--- config.mk ---
export PLATFORM = sky130hd
export DESIGN_NAME = op2_shift_ctrl
export DESIGN_NICKNAME = d
export VERILOG_FILES = /design/src/rtl/shifter_pkg.sv /design/src/rtl/op2_field_decode.sv /design/src/rtl/op2_shift_ctrl.sv
export SDC_FILE = /design/constraint.sdc
export NUM_CORES = 1
export LEC_CHECK = 0
export CORE_ASPECT_RATIO = 0.9
export CORE_MARGIN = 4
export CORE_UTILIZATION = 41
export CTS_CLUSTER_DIAMETER = 100
export DETAILED_ROUTE_END_ITERATION = 6
export MAX_ROUTING_LAYER = met4
export PLACE_DENSITY = 0.65
export SYNTH_ARGS = -nofsm -noshare
export SYNTH_HDL_FRONTEND = slang
export SYNTH_HIERARCHICAL = 1
export SYNTH_SLANG_ARGS = --single-unit
--- constraint.sdc ---
create_clock -name clk -period 4.9 [get_ports clk]
set_input_delay 1.47 -clock clk [delete_from_list [all_inputs] [get_ports clk]]
set_output_delay 1.47 -clock clk [all_outputs]
set_load 0.02 [all_outputs]
--- src/rtl/shifter_pkg.sv ---
// Shared definitions for the operand-2 shifter front end: shift codes, FSM states,
// instruction field positions and the decoded-field bundle.
package shifter_pkg;

  typedef enum logic [1:0] {
    ShLsl = 2'b00,
    ShLsr = 2'b01,
    ShAsr = 2'b10,
    ShRor = 2'b11
  } shift_type_e;

  typedef enum logic [1:0] {
    StIdle = 2'b00,
    StRdRm = 2'b01,
    StRdRs = 2'b10,
    StOut  = 2'b11
  } state_e;

  typedef enum logic [1:0] {
    FormRotImm,
    FormImmSh,
    FormRegSh,
    FormErr
  } form_e;

  // Instruction bit positions (LSB of each multi-bit field)
  localparam int unsigned InstI         = 25;
  localparam int unsigned InstShReg     = 4;
  localparam int unsigned InstMulBit    = 7;
  localparam int unsigned InstShTypeLsb = 5;
  localparam int unsigned InstRmLsb     = 0;
  localparam int unsigned InstRsLsb     = 8;
  localparam int unsigned InstShamtLsb  = 7;
  localparam int unsigned InstRotLsb    = 8;
  localparam int unsigned InstImm8Lsb   = 0;

  localparam logic [31:0] PcOfsImmDefault = 32'd8;
  localparam logic [31:0] PcOfsRegDefault = 32'd12;

  typedef struct packed {
    form_e       form;
    logic [3:0]  rm;
    logic [3:0]  rs;
    logic [7:0]  imm_amt;
    logic [2:0]  shift_op;
    logic [31:0] imm_data;
  } op2_dec_t;

endpackage

--- src/rtl/op2_field_decode.sv ---
// Combinational decode of a data-processing word into its operand-2 form and fields.
module op2_field_decode
  import shifter_pkg::*;
(
  input  logic [31:0] inst_i,
  output op2_dec_t    dec_o
);

  logic [1:0] sh_type;
  logic       unused_inst;

  assign sh_type     = inst_i[InstShTypeLsb +: 2];
  assign unused_inst = ^{inst_i[31:26], inst_i[24:12]};

  always_comb begin
    dec_o          = '0;
    dec_o.rm       = inst_i[InstRmLsb +: 4];
    dec_o.rs       = inst_i[InstRsLsb +: 4];
    if (inst_i[InstI]) begin
      dec_o.form     = FormRotImm;
      dec_o.imm_data = {24'd0, inst_i[InstImm8Lsb +: 8]};
      dec_o.imm_amt  = {3'd0, inst_i[InstRotLsb +: 4], 1'b0};
      dec_o.shift_op = {ShRor, 1'b1};
    end else if (!inst_i[InstShReg]) begin
      dec_o.form     = FormImmSh;
      dec_o.imm_amt  = {3'd0, inst_i[InstShamtLsb +: 5]};
      dec_o.shift_op = {sh_type, 1'b0};
    end else if (!inst_i[InstMulBit]) begin
      dec_o.form     = FormRegSh;
      dec_o.shift_op = {sh_type, 1'b1};
    end else begin
      // Multiply/extension space: all data fields stay zero
      dec_o.form     = FormErr;
    end
  end

endmodule

--- src/rtl/op2_shift_ctrl.sv ---
// Operand-2 front end: fetches Rm/Rs through one RF read port and presents a registered
// shifter command (data, amount, op, carry) behind a valid/ready handshake.
module op2_shift_ctrl
  import shifter_pkg::*;
#(
  parameter logic [31:0] PC_OFS_IMM = PcOfsImmDefault,
  parameter logic [31:0] PC_OFS_REG = PcOfsRegDefault
) (
  input  logic        clk,
  input  logic        rst_n,
  input  logic [31:0] inst,
  input  logic        inst_valid,
  output logic        inst_ready,
  input  logic        Carry_flag_in,
  input  logic [31:0] pc_in,
  output logic [3:0]  rf_raddr,
  input  logic [31:0] rf_rdata,
  output logic [31:0] Shift_Data,
  output logic [7:0]  Shift_Num,
  output logic [2:0]  SHIFT_OP,
  output logic        Carry_flag,
  output logic        out_err,
  output logic        out_valid,
  input  logic        out_ready
);

  state_e      state_q, state_d;
  logic [31:0] inst_q, inst_d;
  logic [31:0] pc_q, pc_d;
  logic [31:0] shift_data_q, shift_data_d;
  logic [7:0]  shift_num_q, shift_num_d;
  logic [2:0]  shift_op_q, shift_op_d;
  logic        carry_q, carry_d;
  logic        err_q, err_d;
  logic [3:0]  raddr_q, raddr_d;

  op2_dec_t    dec;
  logic [31:0] dec_inst;
  logic [31:0] pc_ofs;
  logic [31:0] rd_val;

  // Decode the live word while idle, the latched word afterwards
  assign dec_inst = (state_q == StIdle) ? inst : inst_q;

  op2_field_decode u_decode (
    .inst_i (dec_inst),
    .dec_o  (dec)
  );

  assign pc_ofs = (dec.form == FormImmSh) ? PC_OFS_IMM : PC_OFS_REG;
  assign rd_val = (raddr_q == 4'hf) ? (pc_q + pc_ofs) : rf_rdata;

  always_comb begin
    state_d      = state_q;
    inst_d       = inst_q;
    pc_d         = pc_q;
    shift_data_d = shift_data_q;
    shift_num_d  = shift_num_q;
    shift_op_d   = shift_op_q;
    carry_d      = carry_q;
    err_d        = err_q;
    raddr_d      = raddr_q;
    unique case (state_q)
      StIdle: begin
        if (inst_valid) begin
          inst_d       = inst;
          pc_d         = pc_in;
          carry_d      = Carry_flag_in;
          shift_data_d = dec.imm_data;
          shift_num_d  = dec.imm_amt;
          shift_op_d   = dec.shift_op;
          err_d        = (dec.form == FormErr);
          if (dec.form == FormRotImm || dec.form == FormErr) begin
            state_d = StOut;
          end else begin
            state_d = StRdRm;
            raddr_d = dec.rm;
          end
        end
      end
      StRdRm: begin
        shift_data_d = rd_val;
        if (dec.form == FormRegSh) begin
          raddr_d = dec.rs;
          state_d = StRdRs;
        end else begin
          state_d = StOut;
        end
      end
      StRdRs: begin
        // Only Rs[7:0] matters; larger amounts reach the shifter unchanged
        shift_num_d = rd_val[7:0];
        state_d     = StOut;
      end
      StOut: begin
        if (out_ready) state_d = StIdle;
      end
      default: state_d = StIdle;
    endcase
  end

  always_ff @(posedge clk or negedge rst_n) begin
    if (!rst_n) begin
      state_q      <= StIdle;
      inst_q       <= '0;
      pc_q         <= '0;
      shift_data_q <= '0;
      shift_num_q  <= '0;
      shift_op_q   <= '0;
      carry_q      <= 1'b0;
      err_q        <= 1'b0;
      raddr_q      <= '0;
    end else begin
      state_q      <= state_d;
      inst_q       <= inst_d;
      pc_q         <= pc_d;
      shift_data_q <= shift_data_d;
      shift_num_q  <= shift_num_d;
      shift_op_q   <= shift_op_d;
      carry_q      <= carry_d;
      err_q        <= err_d;
      raddr_q      <= raddr_d;
    end
  end

  assign inst_ready = (state_q == StIdle);
  assign out_valid  = (state_q == StOut);
  assign rf_raddr   = raddr_q;
  assign Shift_Data = shift_data_q;
  assign Shift_Num  = shift_num_q;
  assign SHIFT_OP   = shift_op_q;
  assign Carry_flag = carry_q;
  assign out_err    = err_q;

endmodule

### Word level (Yosys, flattened, before mapping)

Cells that the tools add are included.

* flip-flop bits (word level): 109
* word-level logic and storage cells: 55
* bits of input ports: 101
* output and inout port bits: 51

* mux-type cells: 24
* reductions and logical operators: 10
* $add $sub $neg: 1
* equality and inequality tests: 11

Operators with widths (count)
* two-way mux 32 bit: 2
* one-hot mux 32 bit (2 select lines): 1
* adder 32 x 4 -> 32 bit: 1
* two-way mux 26 bit: 1
* two-way mux 8 bit: 2
* one-hot mux 8 bit (2 select lines): 1
* two-way mux 4 bit: 3
* two-way mux 11 bit: 1
* two-way mux 2 bit: 5
* two-way mux 3 bit: 3
* equality test 2 bit (second input constant): 4
* one-hot mux 2 bit (4 select lines): 1
* one-hot mux 4 bit (2 select lines): 1
* AND reduction 2 bit: 4
* != test 2 bit (second input constant): 3
* two-way mux 5 bit: 1
* equality test 2 x 1 -> 1 bit (second input constant): 2
* equality test 4 bit (second input constant): 1
* logical NOT 2 bit: 2
* AND reduction 4 bit: 1
* nonzero test 2 bit: 2
* two-way mux 1 bit: 2
* != test 2 x 1 -> 1 bit (second input constant): 1
* logical OR 1 bit: 1

### Depth between registers and ports, before layout

Gate-level depths: netlist (run 1).

* word-level depth: 10
* mapped depth: 19
* depth with buffers taken out: 16

### Cells and area by module

The synthesis (run 1) kept the hierarchy.

By module, submodules not included
* op2_shift_ctrl: sequential area each 2877.8 um2, instances 1, area an instance 6130.9 um2, cells an instance 574
* op2_field_decode: sequential area each 0.0 um2, instances 1, area an instance 411.6 um2, cells an instance 58

### Worst setup path before layout (run 1)

Ideal clock, no wire load.

* path kind: reg2reg
* start: register state_q[0]
* end: register shift_data_q[20], in the netlist Shift_Data[20]
* data required time: 4.813 ns
* path slack: 0.806 ns
* clock period less this slack: 4.094 ns
* library setup time: 0.087 ns
* cell stages (with the launch flop): 19
* arrival: 4.008 ns
* path through: dfrtp_1 inv_1 ha_1 buf_2 clkbuf_1 buf_1 mux2_2 nand2b_2 inv_1 inv_1 ha_1 inv_1 ha_1 inv_1 ha_1 nor4_4 nand4_2 xor2_1 a211oi_2

RTL lines
* start: declaration: line op2_shift_ctrl.sv:27 `state_e state_q, state_d;`
* start signal: assignment: line op2_shift_ctrl.sv:104 `state_q <= StIdle;`
* start signal: assignment: line op2_shift_ctrl.sv:114 `state_q <= state_d;`
* end signal: assignment: line op2_shift_ctrl.sv:117 `shift_data_q <= shift_data_d;`
* end: declaration: line op2_shift_ctrl.sv:30 `logic [31:0] shift_data_q, shift_data_d;`

==> out/qor.csv, run 1 <==
metric,value,unit
max_freq,0.2381,GHz
setup_viol,0,
start_util,42.01,%
hold_start,Shift_Data[0],
num-nets-final,793,
cts_resized,0,
stdcell_count,856,
hold_path_end,Shift_Data[0],
cts_inserted_buffers,9,
cts.path.max_buffers,2,
ant_nets,0,
portBuffers,132,
hold_violations,0,
grt_max_degree,86,
layout_setup_ws,700.2,ps
synthCells,574,
fin_crit,4200,ps
wl,15410,µm
skew,7.726,ps
min_path_cells,2,
ys.warnings.count,6,
r2r_cells,16,
syn_to_final_growth,29.37,%
dp_hpwl,11430,µm
dieArea,15690,µm²
fin_total_pwr,5033,µW
r2r_setup_slack,1280,ps
rows,40,
final.setup.tns,0,ps
vias,4549,
cts.sinks,96,
max_cap_violations,0,
start_kind,input port,
r2r_end,Shift_Data[16],
grt_usage,20.38,%
gp_congestion,0.8572,
coreArea,13410,µm²
syn_area,5635,µm²
syn_area_per_cell,9.818,µm²
wl_per_cell,18.00,µm
drive_gt1_share,14.53,%
drc,0,
slew_viol_final,0,
worst-path-max-fanout,6,
antenna_found_initial,0,
grt_pass1_vias,4526,
r2r_start,state_q[0],
drt-initial-drc-count,307,
worstPathRequired,5120,ps
post-cts-setup-buffers,0,
ir_worst_vdd,0.2684,mV
end_kind,flip-flop,
cts_tree,yes,
dr.pass1.iters,5,
avgViaCountPerCell,5.314,
dp_slack,366.7,ps
worst_pin_slew,1104,ps
die-width,131.6,µm
diodes,0,
rsz0062_at_grt,false,
p_leak,0.003054,µW
run_status,"finished, final reports clean",
critPathArrivalTime,4420,ps
p_per_area,690.3,nW/µm²
holdWs,474.8,ps
cts_root_buf,clkbuf_16,
dp.cells,840,
grt_pass1_wl,24600,µm
hold_path_class,reg2reg,
period_share,85.71,%
htree_levels,3,
slew_headroom,26.42,%
cts.clk_slew.worst_paths,70,ps
path_class,in2reg,
ios,152,
die_height,119.2,µm
overflow,0,
worstSkewPairLatency,350,ps
cts_hold_buf,0,
==> per-layer routing <==
layer	global-route usage, %	part of all wire, %	up-vias
li1	-	-	2187
met1	28.59	48	2209
met2	30.32	45	140
met3	4.139	5.6	13
met4	5.315	1.3	0
met5	-	0	-
==> cell usage in the layout, fill, tap and decap left out, drive strengths merged, types with 15 or more instances in the layout <==
master and instances:
mux2 64, inv 20, xor2 22, nand2 33, conb 27, a21oi 43, nor2 50, nand3 19
clkdlybuf4s50 131, a211oi 15, dfrtp 96, o21ai 15
==> worst max-delay path: stages <==
cell             delay [ps]
clkdlybuf4s50_1         420
mux2_2                  280
nand2b_2                230
inv_1                   120
inv_1                    60
ha_1                    170
inv_1                    60
ha_1                    180
inv_1                    60
ha_1                    270
nor4_4                  460
buf_4                   210
nand3_1                  90
xor2_1                  230
o211ai_1                110
==> registers in the layout (all words and copies together), names as in the netlist <==
register	flops
rf_raddr	4
SHIFT_OP	3
Carry_flag	1
out_err	1
state_q	2
inst_q	13
Shift_Num	8
Shift_Data	32
pc_q	32
==> report_power, final <==
| group | internal (µW) | leakage [µW] | switching [µW] |
|---|---|---|---|
| combinational | 1200 | 0.00173 | 1440 |
| sequential | 1190 | 0.00115 | 336 |
| clock | 552 | 0.000180 | 315 |
==> per-stage QoR <==
stage / utilization, % / area, µm²
global placement: 51.61 / 6923
CTS: 54.36 / 7291
detailed placement: 51.61 / 6923
global route: 54.36 / 7291
finish: 54.36 / 7291
floorplan: - / 5733
==> area by class of cell <==
class,instances,area [µm²]
Inverter,19,71.32
Sequential cell,96,2402
Clock inverter,7,142.6
Tap cell,168,210.2
Clock buffer,9,225.2
Timing Repair Buffer,139,1371
Multi-Input combinational cell,418,2868
Fill cell,1223,6122
==> worst max path at each step <==
stage / to / depth (start not counted) / slack, ps / from
2_1_floorplan: Shift_Data[20] / 17 / 990 / state_q[0]
3_3_place_gp: Shift_Data[16] / 15 / 420 / inst[25]
3_5_place_dp: Shift_Data[16] / 15 / 370 / inst[25]
4_1_cts: Shift_Data[16] / 15 / 710 / inst[25]
5_1_grt: Shift_Data[16] / 15 / 540 / inst[25]
6_report: Shift_Data[16] / 15 / 700 / inst[25]
No activity file was read; power rests on OpenSTA's default activity.
==> run 2: changes to the inputs <==
CORE_UTILIZATION = 44   (was 41)
PLACE_DENSITY = 0.69   (was 0.65)
==> run 2 against run 1 <==
Fmax grew 2.2%. Core utilization grew 4.1 points. Final cell count shrank 0.93%. Sequential share of layout area grew 0.42 points. Combinational power is essentially flat. Total power shrank 3.7%. Clock power shrank 22%. Wire length shrank 0.68%. Global-route usage grew 1.4 points. Via count grew 1.1%.
==> out/qor.csv, run 2 (same netlist as run 1, synthesis figures left out) <==
metric,value,unit,change
run_status,"finished, final reports clean",,unchanged
max_cap_violations,0,,unchanged
r2r_cells,16,,unchanged
path_buf_inv,6,,unchanged
mostFrequentLayoutCells,"131 x clkdlybuf4s50_1, 96 x dfrtp_1, 64 x mux2_2, 50 x nor2_1, 43 x a21oi_1",,unchanged
ios,152,,unchanged
path_delay_family,buffers and inverters,,unchanged
ir_worst_vdd,0.2693,mV,was 0.2684 mV
cts_inserted_buffers,9,,unchanged
r2r_end,Shift_Data[22],,was Shift_Data[16]
drive_gt1_share,14.24,%,was 14.53%
gp_congestion,0.9090,,was 0.8572
end_kind,flip-flop,,unchanged
period_share,83.84,%,was 85.71%
swShare,42.75,%,was 41.61%
dp_hpwl,11590,µm,was 11430 µm
p_leak,0.003013,µW,was 0.003054 µW
slew_viol_final,0,,unchanged
wl,15300,µm,was 15410 µm
dr.pass1.iters,5,,unchanged
grt_max_degree,71,,was 86
htree_levels,3,,unchanged
dieArea,14690,µm²,was 15690 µm²
worst_path_max_delay_cell,clkdlybuf4s50_1,,was nor4_4
holdWs,472.9,ps,was 474.8 ps
skew,6.365,ps,was 7.726 ps
cts_root_buf,clkbuf_16,,unchanged
topRoutingLayerUsed,met4,,unchanged
p_per_area,673.3,nW/µm²,was 690.3 nW/µm²
cts_resized,0,,unchanged
path_cells,clkdlybuf4s50_1 > mux2_2 > nand2b_2 > inv_1 > inv_1 > ha_1 > inv_1 > ha_1 > inv_1 > ha_1 > nor4_4 > buf_4 > nand2_1 > xor2_1 > o221ai_1,,was clkdlybuf4s50_1 > mux2_2 > nand2b_2 > inv_1 > inv_1 > ha_1 > inv_1 > ha_1 > inv_1 > ha_1 > nor4_4 > buf_4 > nand3_1 > xor2_1 > o211ai_1
overflow,0,,unchanged
die_height,115.4,µm,was 119.2 µm
dr_wl_met3,954,µm,was 856 µm
worstSkewPairLatency,350,ps,about the same
path_common_cell,inv_1,,unchanged
met1_length,7059,µm,was 7375 µm
slew_headroom,38.30,%,was 26.42%
worstPathRequired,5110,ps,was 5120 ps
vias,4601,,was 4549
final_util,58.46,%,was 54.36%
p_seq_share,31.8,%,was 30.3%
max_freq,0.2434,GHz,was 0.2381 GHz
cts_tree,yes,,unchanged
wl_met2,6976,µm,was 6972 µm
path_class,in2reg,,unchanged
ant_nets,0,,unchanged
worst-path-max-fanout,9,,was 6
drc,0,,unchanged
crit_start,inst[25],,unchanged
post-cts-setup-buffers,0,,unchanged
grt_usage,21.82,%,was 20.38%
min_path_cells,2,,unchanged
layout_commonest_cell,clkdlybuf4s50_1,,unchanged
hold_violations,0,,unchanged
num-nets-final,793,,unchanged
hold_start,Shift_Data[2],,was Shift_Data[0]
drt-initial-drc-count,332,,was 307
rows,38,,was 40
antenna_found_initial,0,,unchanged
hold_path_class,reg2reg,,unchanged
cts.clk_slew.worst_paths,70,ps,about the same
start_kind,input port,,unchanged
diodes,0,,unchanged
fin_crit,4108,ps,was 4200 ps
power.switching,2072,µW,was 2094 µW
final.setup.tns,0,ps,unchanged
r2r_start,state_q[0],,unchanged
rsz0062_at_grt,false,,unchanged
avgViaCountPerCell,5.426,,was 5.314
cts.path.max_buffers,2,,unchanged
cts.sinks,96,,unchanged
syn_to_final_growth,27.75,%,was 29.37%
wl_per_cell,18.05,µm,was 18.00 µm
intPower,2775,µW,was 2939 µW
r2r_setup_slack,1290,ps,was 1280 ps
portBuffers,132,,unchanged
setup_viol,0,,unchanged
coreArea,12310,µm²,was 13410 µm²
pwr-share-clk,14.0,%,was 17.2%
grt_pass1_wl,24180,µm,was 24600 µm
start_util,45.76,%,was 42.01%
hold_path_end,Shift_Data[2],,was Shift_Data[0]
worst_pin_slew,925.5,ps,was 1104 ps
die-width,127.3,µm,was 131.6 µm
comb_power_share,54.2,%,was 52.4%
cts_hold_buf,0,,unchanged
critPathArrivalTime,4310,ps,was 4420 ps
max_stage_delay,430,ps,was 460 ps
grt_pass1_vias,4578,,was 4526
==> run 2: changes by cell type in the layout (fill, tap and decap cells not counted) <==
cell	previous run	this run
clkinvlp_4	0	1
clkinv_4	1	0
inv_6	1	0
clkbuf_1	0	2
bufinv_16	4	0
clkbuf_8	0	3
==> run 2: power groups by stage <==
stage | registers [µW] | clock network, µW | logic (µW)
floorplan | 1680 | 0 | 1590
global placement | 1520 | 0 | 2550
detailed placement | 1550 | 0 | 2610
CTS | 1540 | 693 | 2630
global route | 1590 | 728 | 2860
finish | 1540 | 680 | 2630
==> run 2: final cells by class <==
type                       instances  area, µm²
clock inverter                     2      12.51
timing repair buffer             139       1371
tap                              160      200.2
multi-input combinational        418       2868
sequential                        96       2402
fill                            1064       5115
inverter                          19      71.32
clock buffer                      14      274.0
==> run 2: metal layers <==
| metal | vias to the layer above | global-route usage, % |
|---|---|---|
| li1 | 2191 | - |
| met1 | 2224 | 30.52 |
| met2 | 163 | 32.66 |
| met3 | 23 | 3.251 |
| met4 | 0 | 7.219 |
| met5 | - | - |
==> run 2: worst max path at each step <==
stage | end | slack, ps | depth (start not counted)
final | Shift_Data[22] | 790 | 15
after global routing | Shift_Data[22] | 630 | 15
after detailed placement | Shift_Data[22] | 490 | 15
after CTS | Shift_Data[4] | 820 | 14
after global placement | Shift_Data[22] | 510 | 15
after floorplan | Shift_Data[20] | 990 | 17
==> run 2: worst min-delay path, cell delays in order (launching register included) <==
cell and delay [ps]:
dfrtp_1 340, nand2_1 50, nand2_1 50
==> run 2: per-stage QoR <==
stage               cells  setup slack, ps  instance area (µm²)  power, µW
floorplan             600            989.6                 5733       3267
global placement      832            505.6                 6913       4069
detailed placement    832            495.0                 6913       4158
CTS                   848            816.0                 7199       4857
global route          848            634.9                 7199       5183
finish                848            791.8                 7199       4847
==> run 3: changes to the inputs <==
PLACE_DENSITY = 0.72   (was 0.69)
clock period = 3.55 ns   (was 4.9 ns; I/O delays follow)
==> run 3 against run 2 <==
Count of clock-buffer cells in the layout shrank 4. Combinational power grew 49%. Largest cell class unchanged. Final area grew 3.9%. Sequential share of layout area shrank 1.2 points. Clock skew grew 2.4 ps. Sequential power grew 38%. Die area is the same. Total power grew 43%. Global-route usage grew 0.24 points. First-iteration DRC count grew 2.4%.
==> out/qor.csv, run 3 (same netlist as run 1, synthesis figures left out) <==
metric,value,unit,change
critPathArrivalTime,3690,ps,was 4310 ps
antenna_found_initial,0,,unchanged
seq_area,2402,µm²,unchanged
path_cells,clkdlybuf4s50_1 > mux2_2 > inv_1 > a21oi_2 > ha_1 > inv_1 > ha_2 > buf_4 > nor2_1 > nor4_4 > buf_4 > buf_12 > nand4_1 > xnor2_2 > o31a_1,,was clkdlybuf4s50_1 > mux2_2 > nand2b_2 > inv_1 > inv_1 > ha_1 > inv_1 > ha_1 > inv_1 > ha_1 > nor4_4 > buf_4 > nand2_1 > xor2_1 > o221ai_1
ant_nets,0,,unchanged
grt_usage,22.06,%,was 21.82%
stdcell_count,872,,was 848
grt_pass1_vias,4661,,was 4578
dp_hpwl,11990,µm,was 11590 µm
p_leak,0.003161,µW,was 0.003013 µW
max_cap_violations,0,,unchanged
syn_to_final_growth,32.70,%,was 27.75%
cts_inserted_buffers,9,,unchanged
dp.cells,852,,was 832
wl_per_cell,17.95,µm,was 18.05 µm
hold_violations,0,,unchanged
r2r_setup_slack,350,ps,was 1290 ps
worst-path-max-fanout,5,,was 9
r2r_cells,16,,unchanged
crit_start,inst[7],,was inst[25]
layout_commonest_cell,clkdlybuf4s50_1,,unchanged
drt-initial-drc-count,340,,was 332
hold_start,Shift_Data[0],,was Shift_Data[2]
max_freq,0.2894,GHz,
diodes,0,,unchanged
run_status,"finished, final reports clean",,unchanged
p_per_area,928.6,nW/µm²,was 673.3 nW/µm²
portBuffers,132,,unchanged
worstSkewPairLatency,350,ps,about the same
r2r_start,state_q[1],,was state_q[0]
die-width,127.3,µm,unchanged
cts_root_buf,clkbuf_16,,unchanged
ios,152,,unchanged
wl,15650,µm,was 15300 µm
drive_gt1_share,18.82,%,was 14.24%
vias,4637,,was 4601
multi_input_area,2934,µm²,was 2868 µm²
rows,38,,unchanged
mostFrequentLayoutCells,"130 x clkdlybuf4s50_1, 96 x dfrtp_1, 63 x mux2_2, 50 x nor2_1, 42 x a21oi_1",,"was 131 x clkdlybuf4s50_1, 96 x dfrtp_1, 64 x mux2_2, 50 x nor2_1, 43 x a21oi_1"
worst_path_max_delay_cell,clkdlybuf4s50_1,,unchanged
ir_worst_vdd,0.4805,mV,was 0.2693 mV
hold_path_class,reg2reg,,unchanged
slew_viol_final,0,,unchanged
cts_tree,yes,,unchanged
num-nets-final,817,,was 793
worstPathRequired,3780,ps,was 5110 ps
drc,0,,unchanged
htree_levels,3,,unchanged
grt_pass1_wl,24530,µm,was 24180 µm
overflow,0,,unchanged
avgViaCountPerCell,5.318,,was 5.426
cts.clk_slew.worst_paths,70,ps,about the same
start_kind,input port,,unchanged
die_height,115.4,µm,unchanged
worst_pin_slew,788.4,ps,was 925.5 ps
dr.pass1.iters,4,,was 5
cts.path.max_buffers,2,,unchanged
fill_cells,1038,,was 1064
path_class,in2reg,,unchanged
r2r_end,Shift_Data[29],,was Shift_Data[22]
critical_path.endpoint,Shift_Data[29],,was Shift_Data[22]
end_kind,flip-flop,,unchanged
period_share,97.35,%,
final.setup.tns,0,ps,unchanged
setup_viol,0,,unchanged
fin_crit,3456,ps,
max_stage_delay,430,ps,about the same
fin_total_pwr,6944,µW,was 4847 µW
start_util,45.76,%,unchanged
coreArea,12310,µm²,unchanged
gp_congestion,0.8746,,was 0.9090
slew_headroom,47.44,%,was 38.30%
skew,8.780,ps,was 6.365 ps
dieArea,14690,µm²,unchanged
cts.sinks,96,,unchanged
grt_max_degree,59,,was 71
-- run 3: routing by layer --
layer  part of all wire [%]  global-route usage (%)  vias to the layer above  wire length [µm]
met2                     47                   33.32                      149              7283
li1                       -                       -                     2229                 -
met3                    5.7                   4.459                       22               894
met1                     46                   30.07                     2237              7164
met5                      0                       -                        -                 0
met4                    2.0                   6.791                        0               306
-- run 3: through the flow --
step | hold slack [ps] | utilization (%) | setup WS, ps | area [µm²]
after floorplan | 475.3 | - | 1.699 | 5753
after global placement | 455.0 | 57.76 | -317.8 | 7113
after detailed placement | 463.5 | 57.76 | -332.9 | 7113
after CTS | 478.1 | 60.00 | 13.93 | 7388
after global routing | 487.6 | 60.73 | -7.971 | 7478
final | 471.1 | 60.73 | 94.05 | 7478
-- run 3: cell type report --
type,count,share of cell area (%)
inverters,19,0.9537
repair buffers,163,21.33
flip-flops and latches,96,32.12
clock buffers,10,3.062
well taps,160,2.677
multi-input cells,418,39.23
clock inverters,6,0.6190
-- run 3: worst min-delay path by stage --
stage                          to  slack (ps)  depth (start not counted)
CTS                 Shift_Data[0]         480                          2
global route        Shift_Data[0]         490                          2
global placement    Shift_Data[2]         460                          2
detailed placement  Shift_Data[0]         460                          2
floorplan              inst_q[25]         480                          1
finish              Shift_Data[0]         470                          2
-- run 3: what timing repair did --
action	4_1_cts	5_1_grt
setup buffers	0	3
resized for setup	0	14
hold buffers	0	0
setup endpoints to repair	0	16
-- run 3: report_power, final --
part | switching (µW) | internal, µW
Combinational | 2040 | 1870
Clock | 424 | 477
Sequential | 487 | 1640
-- run 3: critical path: cells and delay by family --
kind | cells | cell delay, ps
AOI/OAI and AO/OA | 2 | 320
xor gates and xnor gates | 1 | 190
adders and majority gates | 2 | 370
buffers and inverters | 6 | 1000
muxes | 1 | 290
and+or+nand+nor | 3 | 460
==> RTL change 1, RTL diff (flow settings as in run 1) <==
The package constant `InstShamtLsb` goes from 7 to 14.
--- a/src/rtl/shifter_pkg.sv
+++ b/src/rtl/shifter_pkg.sv
@@ -31,5 +31,5 @@
   localparam int unsigned InstRmLsb     = 0;
   localparam int unsigned InstRsLsb     = 8;
-  localparam int unsigned InstShamtLsb  = 7;
+  localparam int unsigned InstShamtLsb  = 14;
   localparam int unsigned InstRotLsb    = 8;
   localparam int unsigned InstImm8Lsb   = 0;
Formal check against the unedited RTL: not equivalent (Yosys sat finds a counterexample within 4 cycles, from zero or initial values and one cycle with rst_n low).
==> RTL change 1 against run 1 <==
- routed wire length grew 4.2%
- sequential cell count grew 5
- die area increased by 4.4%
- critical endpoint is now Shift_Num[4]
- area after synthesis grew 4.7%
- setup slack improved by 0.15 ns
- power is 2.7% higher
- maximum frequency increased by 3.8%
- design area grew 5.2%
- critical path type unchanged
- largest power group unchanged
- utilization grew 0.22 points
==> RTL change 1: results (changes against run 1) <==
metric,value,unit,change
skew final,0.00716,ns,-0.000566 ns
Hold Path End,Shift_Num[5],,
first-pass GRT wire length,25300,µm,+2.7%
placed cell area,7320,µm²,+5.8%
via density per instance,5.26,,-0.96%
Setup WS pre-CTS,0.520,ns,+0.153 ns
r2r endpoint,Shift_Num[4],,
via count,4800,,+5.5%
reg2reg setup slack,1.25,ns,-0.03 ns
Max VDD drop,0.000293,V,+9.3%
hold_sp,Shift_Num[5],,
share of post-route cells with drive strength above 1,16.0,%,+1.5 points
non-clk buf share,19.4,%,+0.60 points
Least-Margin Pin Slew,0.882,ns,-0.221 ns
RePlAce Congestion,0.894,,+4.2%
Non-clk invs,18,,-1
R2R cell count,15,,-1
final hold slack,0.490,ns,+0.0155 ns
Buffers excl. clock,153,,+10%
dpl cells,896,,+6.7%
largest net degree at the start of global routing,39,,-55%
nets@finish,824,,+3.9%
DRT iter0 DRCs,306,,-0.33%
PortBufs,137,,+3.8%
max incr delay on CP,0.43,ns,-0.03 ns
LEAKAGE,3.20,nW,+4.7%
Crit path max-delay family,compound AO/OA/AOI/OAI gates,,
Clock buf/inv share,4.53,%,-0.51 points
mean area per synthesized cell,9.95,µm²,+1.3%
DP HPWL,12100,µm,+6.0%
All-Layer GR Usage,20.4,%,+0.028 points
status,completed,,
Multi-In Gates,431,,+3.1%
crit-path max FO,7,,+1
CTS sink count,101,,+5.2%
Area growth syn-to-layout,30.0,%,
## RTL change 1: how the worst max path moves through the flow
stage / startpoint / to / cells past startpoint / slack [ns]
finish: inst[4] / Shift_Num[4] / 14 / 0.85
global route: inst[4] / Shift_Data[20] / 14 / 0.72
CTS: inst[4] / Shift_Data[20] / 14 / 0.90
detailed placement: inst[4] / Shift_Num[4] / 14 / 0.52
global placement: inst[4] / Shift_Num[4] / 14 / 0.57
floorplan: state_q[0] / Shift_Data[20] / 17 / 0.99
## RTL change 1: power by group through the flow
stage	combinational, mW	clock (mW)	sequential (mW)
floorplan	1.68	0	1.75
global placement	2.69	0	1.59
detailed placement	2.74	0	1.62
CTS	2.75	0.852	1.60
global route	2.98	0.886	1.65
finish	2.74	0.830	1.60
## RTL change 1: routing by layer
metal / share of wire (%) / track usage (%) / vias to the layer above
met5: 0 / - / -
met4: 1.2 / 5.60 / 0
met3: 5.3 / 3.63 / 16
met2: 46 / 31.0 / 131
met1: 47 / 28.4 / 2372
li1: - / - / 2281
==> RTL change 2, RTL diff (config.mk and constraints of run 1) <==
Made on the original files. The 4 states of `state_e` get a Gray code encoding in 2 bits.
--- a/src/rtl/shifter_pkg.sv
+++ b/src/rtl/shifter_pkg.sv
@@ -13,6 +13,6 @@
     StIdle = 2'b00,
     StRdRm = 2'b01,
-    StRdRs = 2'b10,
-    StOut  = 2'b11
+    StRdRs = 2'b11,
+    StOut  = 2'b10
   } state_e;
 
Check against the original RTL: same outputs for any inputs over 10 cycles, from zero or initial values and one cycle with rst_n low; not proved beyond that.
==> RTL change 2 against run 1 <==
- routed wire length down 1.9%
- sequential cell count unchanged
- setup slack better by 0.021 ns
- area after synthesis down 3.4%
- critical path depth up 1
- design area down 2.6%
- cell count up 6.8%
- power down 10%
- die area down 3.2%
- critical endpoint is now Shift_Data[28]
- highest routed layer unchanged
==> RTL change 2: results (changes against run 1) <==
metric,value,unit,change
setup bufs post-CTS,0,,unchanged
worst skew pair latency,0.35,ns,about the same
FILL cells,1179,,-3.6%
Critical Path AT,4.37,ns,-0.05 ns
nets@finish,851,,+7.3%
Non-Filler Instances,914,,+6.8%
CTS max path bufs,2,,unchanged
mean area per synthesized cell,8.51,µm²,-13%
DR WL/cell,16.5,µm,-8.1%
placed cell area,6730,µm²,-2.8%
LEAKAGE,3.22,nW,+5.4%
Clock transition at path regs,0.07,ns,about the same
first-pass GRT wire length,24900,µm,+1.1%
crit-path max FO,10,,+4
dpl cells,898,,+6.9%
status,completed,,
CTS root buf,clkbuf_16,,
PortBufs,132,,unchanged
Pint,2.71,mW,-7.9%
CTS Buf Count,9,,unchanged
Least-Margin Pin Slew,1.27,ns,+0.168 ns
H-Tree Depth,3,,unchanged
vias in the first global route,4847,,+7.1%
Antenna diodes,0,,unchanged
RePlAce Congestion,0.852,,-0.58%
Max VDD drop,0.000294,V,+9.4%
largest net degree at the start of global routing,78,,-9.3%
DP HPWL,10700,µm,-6.2%
share of post-route cells with drive strength above 1,8.00,%,-6.5 points
skew final,0.00804,ns,+0.000313 ns
DR pass1 iterations,5,,unchanged
via density per instance,5.21,,-1.9%
antenna violations before repair,0,,unchanged
All-Layer GR Usage,21.2,%,+0.80 points
Hold WC Path Type,flop to flop,,
DRT iter0 DRCs,393,,+28%
synth warn,6,,unchanged
post-CTS sizing,0,,unchanged
[RTL change 2: power by group through the flow]
stage	sequential, mW	clock [mW]	combinational [mW]
floorplan	1.65	0	1.22
global placement	1.50	0	2.11
detailed placement	1.52	0	2.14
CTS	1.51	0.889	2.16
global route	1.57	0.928	2.36
finish	1.51	0.874	2.14
[RTL change 2: critical path: stages]
cell	delay [ns]
clkdlybuf4s50_1	0.42
mux2_2	0.29
nand2b_2	0.20
inv_1	0.12
inv_1	0.06
ha_1	0.18
inv_1	0.07
ha_1	0.21
inv_1	0.06
ha_1	0.26
nand4b_1	0.25
nor4_4	0.15
buf_4	0.21
nand4_1	0.12
xor2_1	0.19
a31oi_1	0.10
[RTL change 2: path summary, 6_finish.rpt]
check | end | slack (ns) | cells after the start | from
max | Shift_Data[28] | 0.72 | 16 | inst[25]
min | inst_q[10] | 0.47 | 2 | inst_q[10]
max reg2reg | Shift_Data[18] | 1.08 | 15 | state_q[1]
min reg2reg | inst_q[10] | 0.47 | 2 | inst_q[10]
max in group asynchronous | inst_q[8] | 2.75 | 2 | rst_n
min in group asynchronous | pc_q[24] | 1.26 | 1 | rst_n
[RTL change 2: layout make-up]
| cell class | instances | area [µm²] | area share, % |
|---|---|---|---|
| Clock buffer | 11 | 243 | 3.42 |
| Clock inverter | 5 | 128 | 1.80 |
| Inverter | 10 | 37.5 | 0.529 |
| Multi-Input combinational cell | 486 | 2690 | 37.9 |
| Sequential cell | 96 | 2400 | 33.8 |
| Tap cell | 164 | 205 | 2.89 |
| Timing Repair Buffer | 142 | 1390 | 19.6 |
[RTL change 2: stage by stage]
| step | hold WS (ns) | power [mW] | setup WS (ns) | util (%) |
|---|---|---|---|---|
| finish | 0.471 | 4.52 | 0.721 | 55.3 |
| global route | 0.502 | 4.85 | 0.447 | 55.3 |
| CTS | 0.475 | 4.55 | 0.706 | 55.3 |
| detailed placement | 0.458 | 3.66 | 0.347 | 52.5 |
| global placement | 0.453 | 3.61 | 0.415 | 52.5 |
| floorplan | 0.440 | 2.87 | 1.07 | - |
[RTL change 2: layer usage]
layer | global-route usage, % | vias up | wire [µm] | share of wire (%)
met1 | 29.6 | 2297 | 7170 | 47
met2 | 30.8 | 147 | 6740 | 45
met5 | - | - | 0 | 0
met3 | 5.77 | 15 | 1010 | 6.7
met4 | 5.13 | 0 | 194 | 1.3
li1 | - | 2304 | - | -
